## src/rtl/systolic_pkg.sv

```systemverilog
// systolic_pkg: shared state type, defaults and delay helpers for the systolic array sequencer
package systolic_pkg;
  localparam int N_DEF = 4;
  localparam int DRAIN_MULT = 4;
  typedef enum logic [1:0] {IDLE, LOAD_W, STREAM, DRAIN} state_e;
  function automatic int drain_len(input int n);
    return DRAIN_MULT * n;
  endfunction
  // Issue flag to column j bottom: 1 edge register, 2 per PE row, plus the 2j column skew
  function automatic int res_delay(input int n, input int j);
    return 2 * n + 2 * j + 1;
  endfunction
endpackage

```

## src/rtl/skew_delay.sv

```systemverilog
// skew_delay: DEPTH-stage WIDTH-bit shift register, asynchronously cleared to zero
// Ports: CLK clock; RSTN async active-low reset; d shift-in value; q value delayed DEPTH cycles.
module skew_delay #(
  parameter int DEPTH = 1,
  parameter int WIDTH = 1
) (
  input  logic             CLK,
  input  logic             RSTN,
  input  logic [WIDTH-1:0] d,
  output logic [WIDTH-1:0] q
);
  logic [DEPTH-1:0][WIDTH-1:0] sr_q, sr_d;
  always_comb begin
    sr_d[0] = d;
    for (int k = 1; k < DEPTH; k++) sr_d[k] = sr_q[k-1];
  end
  always_ff @(posedge CLK or negedge RSTN)
    if (!RSTN) sr_q <= '0;
    else sr_q <= sr_d;
  assign q = sr_q[DEPTH-1];
endmodule

```

## src/rtl/systolic_ctrl.sv

```systemverilog
// systolic_ctrl: weight-load and skewed activation-stream sequencer for an NxN weight-stationary systolic array
// Ports: CLK/RSTN clock and async active-low reset; START/SKIP_W/VEC_CNT job request;
//   BUSY/DONE job status; W_ADDR/W_RDATA/W_LOAD/W_BUS weight buffer read and per-row load strobe;
//   A_ADDR/A_RDATA activation buffer read; A_EDGE/EN_LEFT/EN_TOP/RES_VALID skewed array edge signals.
module systolic_ctrl
  import systolic_pkg::*;
#(
  parameter int N = N_DEF,
  localparam int AW = $clog2(N)
) (
  input  logic            CLK,
  input  logic            RSTN,
  input  logic            START,
  input  logic            SKIP_W,
  input  logic [7:0]      VEC_CNT,
  output logic            BUSY,
  output logic            DONE,
  output logic [AW-1:0]   W_ADDR,
  input  logic [N*8-1:0]  W_RDATA,
  output logic [N-1:0]    W_LOAD,
  output logic [N*8-1:0]  W_BUS,
  output logic [7:0]      A_ADDR,
  input  logic [N*8-1:0]  A_RDATA,
  output logic [N*8-1:0]  A_EDGE,
  output logic [N-1:0]    EN_LEFT,
  output logic [N-1:0]    EN_TOP,
  output logic [N-1:0]    RES_VALID
);
  localparam logic [7:0] LAST_W = 8'(N - 1);
  localparam logic [7:0] DRAIN_END = 8'(drain_len(N));
  localparam logic [N-1:0] ROW0 = {{(N-1){1'b0}}, 1'b1};
  state_e state_q, state_d;
  logic [7:0] cnt_q, cnt_d, m_q, m_d;
  logic issue_q, issue_d;
  logic [N-1:0] w_load_q, w_load_d;
  always_ff @(posedge CLK or negedge RSTN)
    if (!RSTN) begin
      state_q  <= IDLE;
      cnt_q    <= '0;
      m_q      <= '0;
      issue_q  <= 1'b0;
      w_load_q <= '0;
    end else begin
      state_q  <= state_d;
      cnt_q    <= cnt_d;
      m_q      <= m_d;
      issue_q  <= issue_d;
      w_load_q <= w_load_d;
    end
  // DRAIN counts one past its 4N cycles: that extra cycle is the DONE cycle, still in DRAIN
  always_comb begin
    state_d = state_q;
    cnt_d = cnt_q + 8'd1;
    m_d = m_q;
    case (state_q)
      IDLE: begin
        cnt_d = '0;
        if (START && VEC_CNT != 8'd0) begin
          m_d = VEC_CNT;
          state_d = SKIP_W ? STREAM : LOAD_W;
        end
      end
      LOAD_W: if (cnt_q == LAST_W) begin
        state_d = STREAM;
        cnt_d = '0;
      end
      STREAM: if (cnt_q == m_q - 8'd1) begin
        state_d = DRAIN;
        cnt_d = '0;
      end
      DRAIN: if (cnt_q == DRAIN_END) begin
        state_d = IDLE;
        cnt_d = '0;
      end
      default: state_d = IDLE;
    endcase
  end
  // Read data lags its address by one cycle, so the load strobe and issue flag are registered to match
  always_comb begin
    DONE = state_q == DRAIN && cnt_q == DRAIN_END;
    BUSY = state_q != IDLE && !DONE;
    W_ADDR = state_q == LOAD_W ? cnt_q[AW-1:0] : '0;
    A_ADDR = state_q == STREAM ? cnt_q : '0;
    w_load_d = state_q == LOAD_W ? ROW0 << cnt_q[AW-1:0] : '0;
    issue_d = state_q == STREAM;
  end
  assign W_LOAD = w_load_q;
  assign W_BUS = W_RDATA;
  for (genvar i = 0; i < N; i++) begin : g_lane
    logic [8:0] row_d;
    assign row_d = issue_q ? {1'b1, A_RDATA[8*i+:8]} : 9'd0;
    skew_delay #(.DEPTH(1 + 2 * i), .WIDTH(9)) u_row (
      .CLK(CLK), .RSTN(RSTN), .d(row_d), .q({EN_LEFT[i], A_EDGE[8*i+:8]})
    );
    skew_delay #(.DEPTH(1 + 2 * i), .WIDTH(1)) u_top (
      .CLK(CLK), .RSTN(RSTN), .d(issue_q), .q(EN_TOP[i])
    );
    skew_delay #(.DEPTH(res_delay(N, i)), .WIDTH(1)) u_res (
      .CLK(CLK), .RSTN(RSTN), .d(issue_q), .q(RES_VALID[i])
    );
  end
endmodule

```

## config.mk

```make
export PLATFORM = sky130hd
export DESIGN_NAME = systolic_ctrl
export DESIGN_NICKNAME = d
export VERILOG_FILES = /design/src/rtl/systolic_pkg.sv /design/src/rtl/skew_delay.sv /design/src/rtl/systolic_ctrl.sv
export SDC_FILE = /design/constraint.sdc
export NUM_CORES = 1
export LEC_CHECK = 0
export CAP_MARGIN = 10
export CORE_ASPECT_RATIO = 2
export CORE_MARGIN = 2
export CORE_UTILIZATION = 40
export DETAILED_ROUTE_END_ITERATION = 10
export DONT_BUFFER_PORTS = 1
export SKIP_CTS_REPAIR_TIMING = 1
export SYNTH_ARGS = -nofsm -noshare
export SYNTH_HDL_FRONTEND = slang
export SYNTH_SLANG_ARGS = --single-unit
```

## constraint.sdc

```tcl
create_clock -name CLK -period 5.3 [get_ports CLK]
set_input_delay 1.06 -clock CLK [delete_from_list [all_inputs] [get_ports CLK]]
set_output_delay 1.06 -clock CLK [all_outputs]
set_load 0.05 [all_outputs]
```

==> summary.txt <==
Floorplanning
  • Die X: 86.8 µm
  • Core Rows: 60
  • Die area: 0.0147 mm²
  • Chip Height: 170 µm
  • I/O Pins: 168
  • Core area: 0.0134 mm²
  • Initial Util: 0.408

Yosys
  • Flop and latch count out of synthesis: 166
  • Post-synth EDFFs: 0
  • Synthesized instance count: 357
  • Asr flop ratio synth: 1.00
  • Commonest cells in the netlist: dfrtp_1 (166), and2_1 (46), buf_4 (44)
  • Area leader, netlist: dfrtp_1
  • Mapped Avg Cell Area: 15.4 µm²
  • Most numerous cell in the Yosys netlist: dfrtp_1
  • Prevailing post-synth register cell: dfrtp_1
  • Seq/Total Area, Yosys: 0.757
  • Post-synth top area share: 0.757
  • Synth Cell Area: 0.00549 mm²
  • Mapped Nets: 442
  • Synth cell types: 29
  • Synth area leaders: dfrtp_1 (76%), buf_4 (6.0%), and2_1 (5.2%)
  • YS warnings: 0

Place
  • DP HPWL: 5.52 mm
  • Buffers on Ports: 0
  • Gpl congestion: 0.970
  • Dpl ws: 1.63 ns

GRT
  • GRT overflow: 0
  • First-pass GRT wire length: 13.1 mm
  • Total GRT Usage: 0.122
  • Largest net degree at the start of global routing: 167
  • Initial antenna violation count: 4
  • Number of global-route vias before repair: 2,541

Critical path
  • Critical path peak fanout: 8
  • Worst setup EP type: output port
  • Worst setup SP type: register
  • Crit Path Class: reg2out
  • Data arrival, critical path: 3.05 ns
  • Critical Path RT: 4.24 ns

Clocking
  • H-tree depth: 4
  • Clock tree sinks: 166
  • CTS root buf: clkbuf_16
  • Clk buf depth: 2
  • CTS clk-pin slew, worst paths: 0.07 ns
  • Number of CTS-inserted buffers: 17
  • CTS tree: done
  • Latest clock arrival within the worst-skew pair: 0.41 ns

Power and ir drop
  • VDD IR-drop max: 0.000282 V
  • Pwr per Cell Area: 635 mW/mm²
  • Clock network fraction of total power: 0.324
  • Gate power share: 0.112
  • Sequential share of power: 0.564
  • Switch Pwr: 1280 µW
  • LEAKAGE: 0.00291 µW
  • Int Power: 2490 µW
  • Sw Share: 0.339

Timing
  • Endpoints failing setup: 0
  • Final-report hold violation count: 0
  • Pins Over Slew Limit: 0
  • Worst slew pin tran: 0.964 ns
  • Min Tclk post-route: 4.11 ns
  • Layout Skew: 0.00591 ns
  • Fmax: 243 MHz
  • Final worst path period share: 0.775
  • Headroom to the max-slew limit: 0.355
  • Setup_tns: 0 ns
  • Worst setup margin: 1.19 ns
  • RSZ-0062 raised after global routing: false

Route
  • Final wirelength: 8.27 mm
  • First-pass DRT Iterations: 4
  • Antenna viol nets, final: 0
  • WL/cell: 16.7 µm
  • Routed vias/inst: 4.71
  • DR vias: 2,330
  • Drt initial violations: 105
  • # DRC: 0

Layout
  • Layout fillers: 1,177
  • Register area: 0.00415 mm²
  • Synth-to-layout area growth: 8.02%
  • Share of cells above drive strength 1: 0.122
  • Area of the multi-input gates: 941 µm²
  • Final nets: 409

Min path
  • Hold Crit Class: in2async

Job
  • Max-capacitance violation count: 0

Status
  • Status: complete, no violations
[through the flow]
stage,instance area (µm²),instances,hold WS [ns],total power [µW],util
final,5930,495,0.337,3770,0.441
after floorplan,5490,357,0.331,2560,-
after detailed placement,5320,460,0.335,2580,0.396
after global routing,5930,494,0.315,3950,0.441
after global placement,5320,460,0.331,2550,0.396
after CTS,5920,492,0.319,3820,0.441
[power by group through the flow]
stage          Combinational [µW]  Clock (µW)  Sequential, µW
2_1_floorplan                 627           0            1930
3_3_place_gp                  412           0            2140
3_5_place_dp                  423           0            2160
4_1_cts                       425        1260            2130
5_1_grt                       464        1320            2170
6_report                      422        1220            2120
[final timing paths]
check,startpoint,to,slack (ns),cells past startpoint
max,cnt_q[2]$_DFF_PN0_,BUSY,1.19,4
min,RSTN,m_q[7]$_DFFE_PN0P_,0.34,0
max reg2reg,m_q[0]$_DFFE_PN0P_,cnt_q[3]$_DFF_PN0_,2.43,8
min reg2reg,g_lane[3].u_row.sr_d[51]$_DFF_PN0_,g_lane[3].u_row.sr_d[60]$_DFF_PN0_,0.34,0
max in group asynchronous,RSTN,g_lane[3].u_row.sr_d[51]$_DFF_PN0_,4.71,0
min in group CLK,g_lane[3].u_row.sr_d[51]$_DFF_PN0_,g_lane[3].u_row.sr_d[60]$_DFF_PN0_,0.34,0
[sequential cells by signal, indices dropped and copies added (netlist names)]
| signal | flops |
|---|---|
| cnt_q | 8 |
| W_LOAD | 4 |
| state_q | 2 |
| g_lane.u_row.q | 35 |
| g_lane.u_res.sr_d | 9 |
| issue_q | 1 |
| g_lane.u_res.q | 2 |
| m_q | 8 |
| g_lane.u_row.sr_d | 97 |
[layout make-up]
class                           instances  share of cell area
Multi-Input combinational cell        130               0.159
Sequential cell                       166               0.701
Clock inverter                         13              0.0264
Tap cell                              155              0.0327
Antenna cell                            3             0.00127
Inverter                                9             0.00570
Clock buffer                           19              0.0747
[worst max-delay path, stage by stage (launching register included)]
cell,delay [ns]
dfrtp_1,0.47
or4_1,0.57
or3_1,0.39
nor2_1,0.74
nor2_1,0.46
[cell families (layout without fill, tap and decap cells)]
group | after synthesis | in the layout | synth area share
DFF | 166 | 166 | 0.757
and+or+nand+nor | 84 | 84 | 0.0905
buffers and inverters | 61 | 41 | 0.0718
xor gates and xnor gates | 18 | 18 | 0.0287
muxes | 11 | 11 | 0.0219
adders and majority gates | 9 | 9 | 0.0205
AOI/OAI and AO/OA | 8 | 8 | 0.00980
other | 0 | 3 | 0
[per-layer routing]
metal,share of wire,vias to the layer above,wire [µm],global-route usage
li1,-,1023,-,-
met4,0.069,2,572,0.108
met2,0.50,103,4170,0.191
met5,0.00085,-,7,0
met3,0.082,53,682,0.0506
met1,0.34,1149,2830,0.120
[cells in the final DEF, fill, tap and decap left out, drive strengths merged]
cell type / netlist / routed
and2: 46 / 46
or3: 1 / 1
ha: 9 / 9
clkbuf: 8 / 19
nor2: 14 / 14
clkinv: 0 / 4
mux2i: 3 / 3
nand4b: 1 / 1
bufinv: 0 / 2
a22oi: 2 / 2
nor4: 3 / 3
a221o: 1 / 1
or4: 3 / 3
nand3: 7 / 7
and3: 2 / 2
dfrtp: 166 / 166
inv: 9 / 16
a31oi: 1 / 1
mux2: 8 / 8
nor2b: 1 / 1
nor3: 1 / 1
a21oi: 2 / 2
a211oi: 1 / 1
nor3b: 1 / 1
xnor2: 11 / 11
o21ai: 1 / 1
xor2: 7 / 7
nand2: 4 / 4
diode: 0 / 3
(Power assumes the default switching activity.)
